$ cat config.mk
export PLATFORM = sky130hd
export DESIGN_NAME = operand_register_file
export DESIGN_NICKNAME = d
export VERILOG_FILES = /design/src/rtl/cpu_pkg.sv /design/src/rtl/word_register.sv /design/src/rtl/operand_register_file.sv
export SDC_FILE = /design/constraint.sdc
export NUM_CORES = 1
export LEC_CHECK = 0
export CAP_MARGIN = 20
export CORE_ASPECT_RATIO = 0.7
export CORE_MARGIN = 2
export CORE_UTILIZATION = 50
export CTS_BUF_LIST = sky130_fd_sc_hd__clkbuf_4
export DETAILED_ROUTE_END_ITERATION = 8
export PLACE_DENSITY = 0.68
export SYNTH_ARGS = -nofsm -noshare
export SYNTH_HDL_FRONTEND = slang
export SYNTH_SLANG_ARGS = --single-unit
export TNS_END_PERCENT = 20
$ cat constraint.sdc
create_clock -name Clock -period 18.15 [get_ports Clock]
set_clock_uncertainty 0.05 [all_clocks]
set_input_delay 5.445 -clock Clock [delete_from_list [all_inputs] [get_ports Clock]]
set_output_delay 5.445 -clock Clock [all_outputs]
set_load 0.005 [all_outputs]
$ cat src/rtl/cpu_pkg.sv
// Shared CPU constants: register-file micro-operation codes, read-select codes
// and the default datapath width used by the control unit, ALU and register file.
package cpu_pkg;

    localparam int WIDTH = 16;

    localparam logic [2:0] RF_DEC    = 3'b000;
    localparam logic [2:0] RF_INC    = 3'b001;
    localparam logic [2:0] RF_LOAD   = 3'b010;
    localparam logic [2:0] RF_CLR    = 3'b011;
    localparam logic [2:0] RF_LOADLZ = 3'b100;
    localparam logic [2:0] RF_LOADLO = 3'b101;
    localparam logic [2:0] RF_LOADHI = 3'b110;
    localparam logic [2:0] RF_SEXT   = 3'b111;

    localparam logic [2:0] SEL_R1 = 3'b000;
    localparam logic [2:0] SEL_R2 = 3'b001;
    localparam logic [2:0] SEL_R3 = 3'b010;
    localparam logic [2:0] SEL_R4 = 3'b011;
    localparam logic [2:0] SEL_S1 = 3'b100;
    localparam logic [2:0] SEL_S2 = 3'b101;
    localparam logic [2:0] SEL_S3 = 3'b110;
    localparam logic [2:0] SEL_S4 = 3'b111;

endpackage

$ cat src/rtl/word_register.sv
// One register-file word: applies the selected micro-operation to its own
// contents on each enabled rising edge.
module word_register
    import cpu_pkg::*;
#(
    parameter int WIDTH = cpu_pkg::WIDTH
) (
    input  logic             Clock,
    input  logic             Reset,
    input  logic             E,
    input  logic [2:0]       FunSel,
    input  logic [WIDTH-1:0] I,
    output logic [WIDTH-1:0] Q
);

    localparam int HALF = WIDTH / 2;
    localparam logic [WIDTH-1:0] ONE = WIDTH'(1);

    logic [WIDTH-1:0] next_q;

    // Byte modes use only the low half of I; the upper half of the bus is ignored.
    always_comb begin
        next_q = Q;
        case (FunSel)
            RF_DEC:    next_q = Q - ONE;
            RF_INC:    next_q = Q + ONE;
            RF_LOAD:   next_q = I;
            RF_CLR:    next_q = '0;
            RF_LOADLZ: next_q = {{(WIDTH-HALF){1'b0}}, I[HALF-1:0]};
            RF_LOADLO: next_q = {Q[WIDTH-1:HALF], I[HALF-1:0]};
            RF_LOADHI: next_q = {I[HALF-1:0], Q[HALF-1:0]};
            RF_SEXT:   next_q = {{(WIDTH-HALF){I[HALF-1]}}, I[HALF-1:0]};
            default:   next_q = Q;
        endcase
    end

    always_ff @(posedge Clock) begin
        if (Reset) begin
            Q <= '0;
        end else if (E) begin
            Q <= next_q;
        end
    end

endmodule

$ cat src/rtl/operand_register_file.sv
// Eight-word operand register file (R1-R4, S1-S4) feeding the ALU A/B buses
// through two independent combinational read ports.
module operand_register_file
    import cpu_pkg::*;
#(
    parameter int WIDTH = cpu_pkg::WIDTH
) (
    input  logic             Clock,
    input  logic             Reset,
    input  logic [WIDTH-1:0] I,
    input  logic [2:0]       FunSel,
    input  logic [3:0]       RegSel,
    input  logic [3:0]       ScrSel,
    input  logic [2:0]       OutASel,
    input  logic [2:0]       OutBSel,
    output logic [WIDTH-1:0] OutA,
    output logic [WIDTH-1:0] OutB
);

    // Index order matches the read-select encoding: 0-3 = R1-R4, 4-7 = S1-S4.
    logic [7:0]       enables;
    logic [WIDTH-1:0] words [8];

    assign enables = {ScrSel, RegSel};

    for (genvar g = 0; g < 8; g++) begin : g_word
        word_register #(
            .WIDTH (WIDTH)
        ) u_word (
            .Clock  (Clock),
            .Reset  (Reset),
            .E      (enables[g]),
            .FunSel (FunSel),
            .I      (I),
            .Q      (words[g])
        );
    end

    // No bypass from I: reads always reflect the registered contents.
    assign OutA = words[OutASel];
    assign OutB = words[OutBSel];

endmodule

======== Word level (Yosys, flattened, before mapping) ========
Cells that the tools add are included.
cells by class
  add/sub/neg operators ................... 16
  $lt $le $gt $ge ......................... 2
  equal/unequal tests ..................... 7
  muxes and demuxes ....................... 14
  bitwise operators ....................... 4
  reductions and logical operators ........ 17
operators with widths
  operator                                            count
  case mux 16 bit (8 select lines)                    8
  adder 16 x 1 -> 16 bit, second input constant       8
  subtractor 16 x 1 -> 16 bit, second input constant  8
  binary-select mux 16 bit (select 3 bit)             2
  two-way mux 16 bit                                  4
  AND reduction 2 bit                                 16
  == test 3 bit, second input constant                4
  >= comparator 4 bit, second input constant          2
  inverter 3 -> 4 bit                                 2
  == test 3 x 2 -> 1 bit, second input constant       2
  == test 3 x 1 -> 1 bit, second input constant       1
  logical NOT 3 bit                                   1
  inverter 1 bit                                      2
word-level totals
  flip-flop bits (word level) ............. 128
  bits of input ports ..................... 35
  output and inout port bits .............. 32
  logic and storage cells ................. 76

======== Longest topological paths before layout ========
  depth in word-level cells ............... 4
  gate-level depth with buffers ........... 14
  mapped depth without buffers ............ 12

======== Cells and area by module ========
Synthesis repeated with hierarchy kept, for this count alone.
second synthesis, totals
  cells, all modules ...................... 1864
  area, all modules ....................... 15357.2 um^2
modules (own cells, without submodules)
  module                                 instances  cells an instance  area each (um^2)  sequential area each (um^2)
  word_register at g_word[2].u_word ...  6          216                1639.1            320.3
  word_register at g_word[0].u_word ...  2          227                1690.4            320.3
  operand_register_file                  1          114                2142.1            0.0

======== Worst setup path before layout ========
OpenSTA, ideal clock, no wires.
  path type ............................... in2out
  start ................................... in OutASel[0]
  end ..................................... out OutA[5]
  data arrival time ....................... 7.069 ns
  data required time ...................... 12.655 ns
  path slack .............................. 5.586 ns
  cell stages on the path ................. 5
  buffers on the path ..................... 3
  cells stage by stage .................... clkbuf_1 -> clkbuf_1 -> buf_1 -> mux4_2 -> mux2_2
between the ends
  longest elaborated chain between the ends .. 4
ends and longest elaborated chain
  item                                                   line                         text
  start: declaration                                     operand_register_file.sv:14  input logic [2:0] OutASel,
  inverter 3 -> 4 bit (not written as such)              operand_register_file.sv:40  assign OutA = words[OutASel];
  binary-select mux 16 bit (select 3 bit)                operand_register_file.sv:40
  two-way mux 16 bit (not written as such) (2 in a row)  operand_register_file.sv:40
  end: declaration                                       operand_register_file.sv:16  output logic [WIDTH-1:0] OutA,
No other way between the ends. The select of a mux whose other input is x is not followed.

======== Worst setup path after layout ========
  start ................................... in OutBSel[1]
  end ..................................... out OutB[10]
between the ends
  longest elaborated chain between the ends .. 4
ends and longest elaborated chain
  item                                                   line                         text
  start: declaration                                     operand_register_file.sv:15  input logic [2:0] OutBSel,
  inverter 3 -> 4 bit (not written as such)              operand_register_file.sv:41  assign OutB = words[OutBSel];
  binary-select mux 16 bit (select 3 bit)                operand_register_file.sv:41
  two-way mux 16 bit (not written as such) (2 in a row)  operand_register_file.sv:41
  end: declaration                                       operand_register_file.sv:17  output logic [WIDTH-1:0] OutB
No other way between the ends. The select of a mux whose other input is x is not followed.

==> results.ini <==
[status]
outcome=complete, no violations

[power]
power_per_cell_area_nw_per_um2=78.5
total_leakage_power_uw=0.00545
p_clk_frac=0.221
comb_power_share=0.449
net-switching-power_uw=427
power_report.internal_total_uw=658
max-vdd-ir-drop_mv=0.0434
seqPwrFrac=0.331
switching_share=0.393

[die]
fp-row-count=48
initial_core_util=0.512
floorplan.die.width_um=194
placeableCoreArea_um2=24700
floorplan.die.height_um=137
io-pin-count=67
design.die.area_um2=26600

[synth]
synth-simple-area-share=0.165
dominantRegCellSynth=sky130_fd_sc_hd__dfxtp_1
post_synth_main_area_contributors=sky130_fd_sc_hd__dfxtp_1 20%, sky130_fd_sc_hd__ha_1 12%, sky130_fd_sc_hd__mux4_2 11%
post_synth_inst_count=1486
synth_compound_area_frac=0.247
synth.mux.area_fraction=0.157
xor_xnor_cell_area_share_of_the_yosys_netlist=0.0560
synth_seq_cells=128
synth.net_count=1654
post_synth_edffs=0
ys.warnings.count=0
synth_largest_type_area_fraction=0.202
syn_area_per_cell_um2=8.52
synthDistinctLibCells=72
synth_fa_ha_area_frac=0.136
seq_area_frac_synth=0.202
synth_top_family_by_area=compound AO/OA/AOI/OAI gates
yosysTopAreaCell=sky130_fd_sc_hd__dfxtp_1
syn-cell-area_um2=12700
asyncSetResetFlopFracSynth=0

[cells_and_area]
number_of_nets_in_the_finished_design=1667
drive_gt1_frac=0.105
reg_top3=g_word.u_word.Q (128)
largest_reg_flops=128
multiInputGateArea_um2=9650
synthToLayoutAreaGrowth_pct=9.12
final_cell_count_no_fill=1839
fill_cells=2288
stdcell_area_um2=13800
register_area_um2=2560
register_with_the_most_flip_flops=g_word.u_word.Q
final_common_cell=sky130_fd_sc_hd__nor2_1
mostFrequentLayoutCells=162 x sky130_fd_sc_hd__nor2_1, 128 x sky130_fd_sc_hd__dfxtp_1, 125 x sky130_fd_sc_hd__ha_1, 116 x sky130_fd_sc_hd__nand2_1, 97 x sky130_fd_sc_hd__o21ai_0

[clock_tree]
ctsLongestPathBuffers=2
post_cts_hold_buffer_count=0
cts_inserted_buffers=17
cts_setup_buffers=0
htree_num_levels=4
cts_tree=done
worstSkewPairLatency_ns=0.60
clock-root-buffer=sky130_fd_sc_hd__clkbuf_4
cts.clk_slew.worst_paths_ns=0.12
cts_num_sinks=128
cts_repair_resize_count=0

[setup_path]
cp.arrival_ns=7.55
critical_path.max_stage_delay_ns=0.72
chain_of_cells_forming_the_critical_path=buf_2 > mux4_2 > mux2_2 > clkdlybuf4s50_1
endpoint_kind=output port
cpMaxStageDelayCell=sky130_fd_sc_hd__buf_2
crit_path_start_kind=primary input
critical_path.max_fanout=32
crit_required_ns=12.65
critical_path_class=in -> out

[grt]
aggregate_global_routing_overflow=0
number_of_antenna_violations_at_the_first_check_in_global_routing=3
grt_pass1_vias=11180
grt_start_max_net_pins=74
groute.usage.overall=0.313
grt_first_pass_wirelength_mm=64.6

[run]
maxCapViolCount=0

[sta]
final_period_minus_worst_setup_slack_ns=13.05
setup_total_negative_slack_ns=0
timing.final.setup_violations=0
rsz0062_at_grt=no
worst_slew_pin_slew_ns=0.982
final-hold-violation-count=0
maximum_clock_frequency_mhz=76.6
timing.final.crit_share=0.719
timing_max_transition_violations_final=0
timing.slew.headroom=0.345

[placement]
dpl-instance-area_um2=13500
dpl.cell_count=1805
place_congestion=0.974
post-dp-hpwl_mm=30.9
portBuffers=66

[hold_path]
holdCritPathClass=reg -> reg

[detailed_routing]
drtAntennaViolNets=0
dr.first_iter.drc_count=1293
drc=0
drtPass1Iterations=5
num_vias=12149
routed_wire_length_mm=41.5
drt-vias-per-instance=6.61
wire_per_inst_um=22.6

-- Yosys cell counts, types with 21 or more instances --
library cell,instances
sky130_fd_sc_hd__nor2_1,163
sky130_fd_sc_hd__dfxtp_1,128
sky130_fd_sc_hd__ha_1,125
sky130_fd_sc_hd__nand2_1,117
sky130_fd_sc_hd__o21ai_0,97
sky130_fd_sc_hd__a21oi_1,83
sky130_fd_sc_hd__clkbuf_1,70
sky130_fd_sc_hd__mux4_2,64
sky130_fd_sc_hd__a311oi_1,61
sky130_fd_sc_hd__xnor2_1,46
sky130_fd_sc_hd__inv_1,37
sky130_fd_sc_hd__a21o_1,36
sky130_fd_sc_hd__mux2_2,36
sky130_fd_sc_hd__xor2_1,35
sky130_fd_sc_hd__nor2b_1,32
sky130_fd_sc_hd__nor3_1,30
sky130_fd_sc_hd__o22ai_1,29
sky130_fd_sc_hd__a31oi_1,23
sky130_fd_sc_hd__nand3_1,22
sky130_fd_sc_hd__o211ai_1,21
-- layout make-up --
cell class / count / share of cell area
clock buffers: 17 / 0.00924
inverters: 37 / 0.0101
diodes: 3 / 0.000544
well taps: 325 / 0.0294
clock inverters: 14 / 0.0142
repair buffers: 77 / 0.0522
multi-input cells: 1238 / 0.699
flip-flops and latches: 128 / 0.186
-- power groups by stage --
stage,clock network [uW],registers (uW),logic [uW]
2_1_floorplan,0,335,372
3_3_place_gp,0,362,470
3_5_place_dp,0,362,479
4_1_cts,241,355,482
5_1_grt,253,361,536
6_report,240,359,487
-- logic make-up after synthesis --
family	Yosys count
fa+ha+maj	133
flops	128
simple gates	451
buf+inv	120
compound gates	459
xor+xnor	81
mux	114
-- worst max-delay path, delay by kind of cell --
| family | cells | cell delay, ns |
|---|---|---|
| mux | 2 | 0.87 |
| buf+inv | 2 | 1.19 |
-- routing by layer --
metal / routed length [um] / GRT usage
met1: 18900 / 0.449
met2: 18100 / 0.487
met3: 3780 / 0.0601
met4: 805 / 0.0724
met5: 0 / 0
-- per-stage QoR --
| stage | util | hold WS, ns | power (uW) | setup WS (ns) |
|---|---|---|---|---|
| global placement | 0.545 | 0.473 | 831 | 5.16 |
| global route | 0.558 | 0.520 | 1150 | 5.01 |
| finish | 0.558 | 0.494 | 1080 | 5.10 |
| floorplan | - | 0.442 | 708 | 5.59 |
| detailed placement | 0.545 | 0.481 | 840 | 5.10 |
| CTS | 0.558 | 0.501 | 1080 | 5.10 |
-- final timing paths --
kind	depth (start not counted)	endpoint	start	slack (ns)
worst max-delay path	4	OutB[10]	OutBSel[1]	5.10
worst min-delay path	2	g_word[4].u_word.Q[3]$_SDFFE_PP0P_	g_word[4].u_word.Q[3]$_SDFFE_PP0P_	0.49
worst max register to register	9	g_word[1].u_word.Q[15]$_SDFFE_PP0P_	g_word[1].u_word.Q[1]$_SDFFE_PP0P_	15.11
worst min register to register	2	g_word[4].u_word.Q[3]$_SDFFE_PP0P_	g_word[4].u_word.Q[3]$_SDFFE_PP0P_	0.49
(Power assumes the default switching activity.)
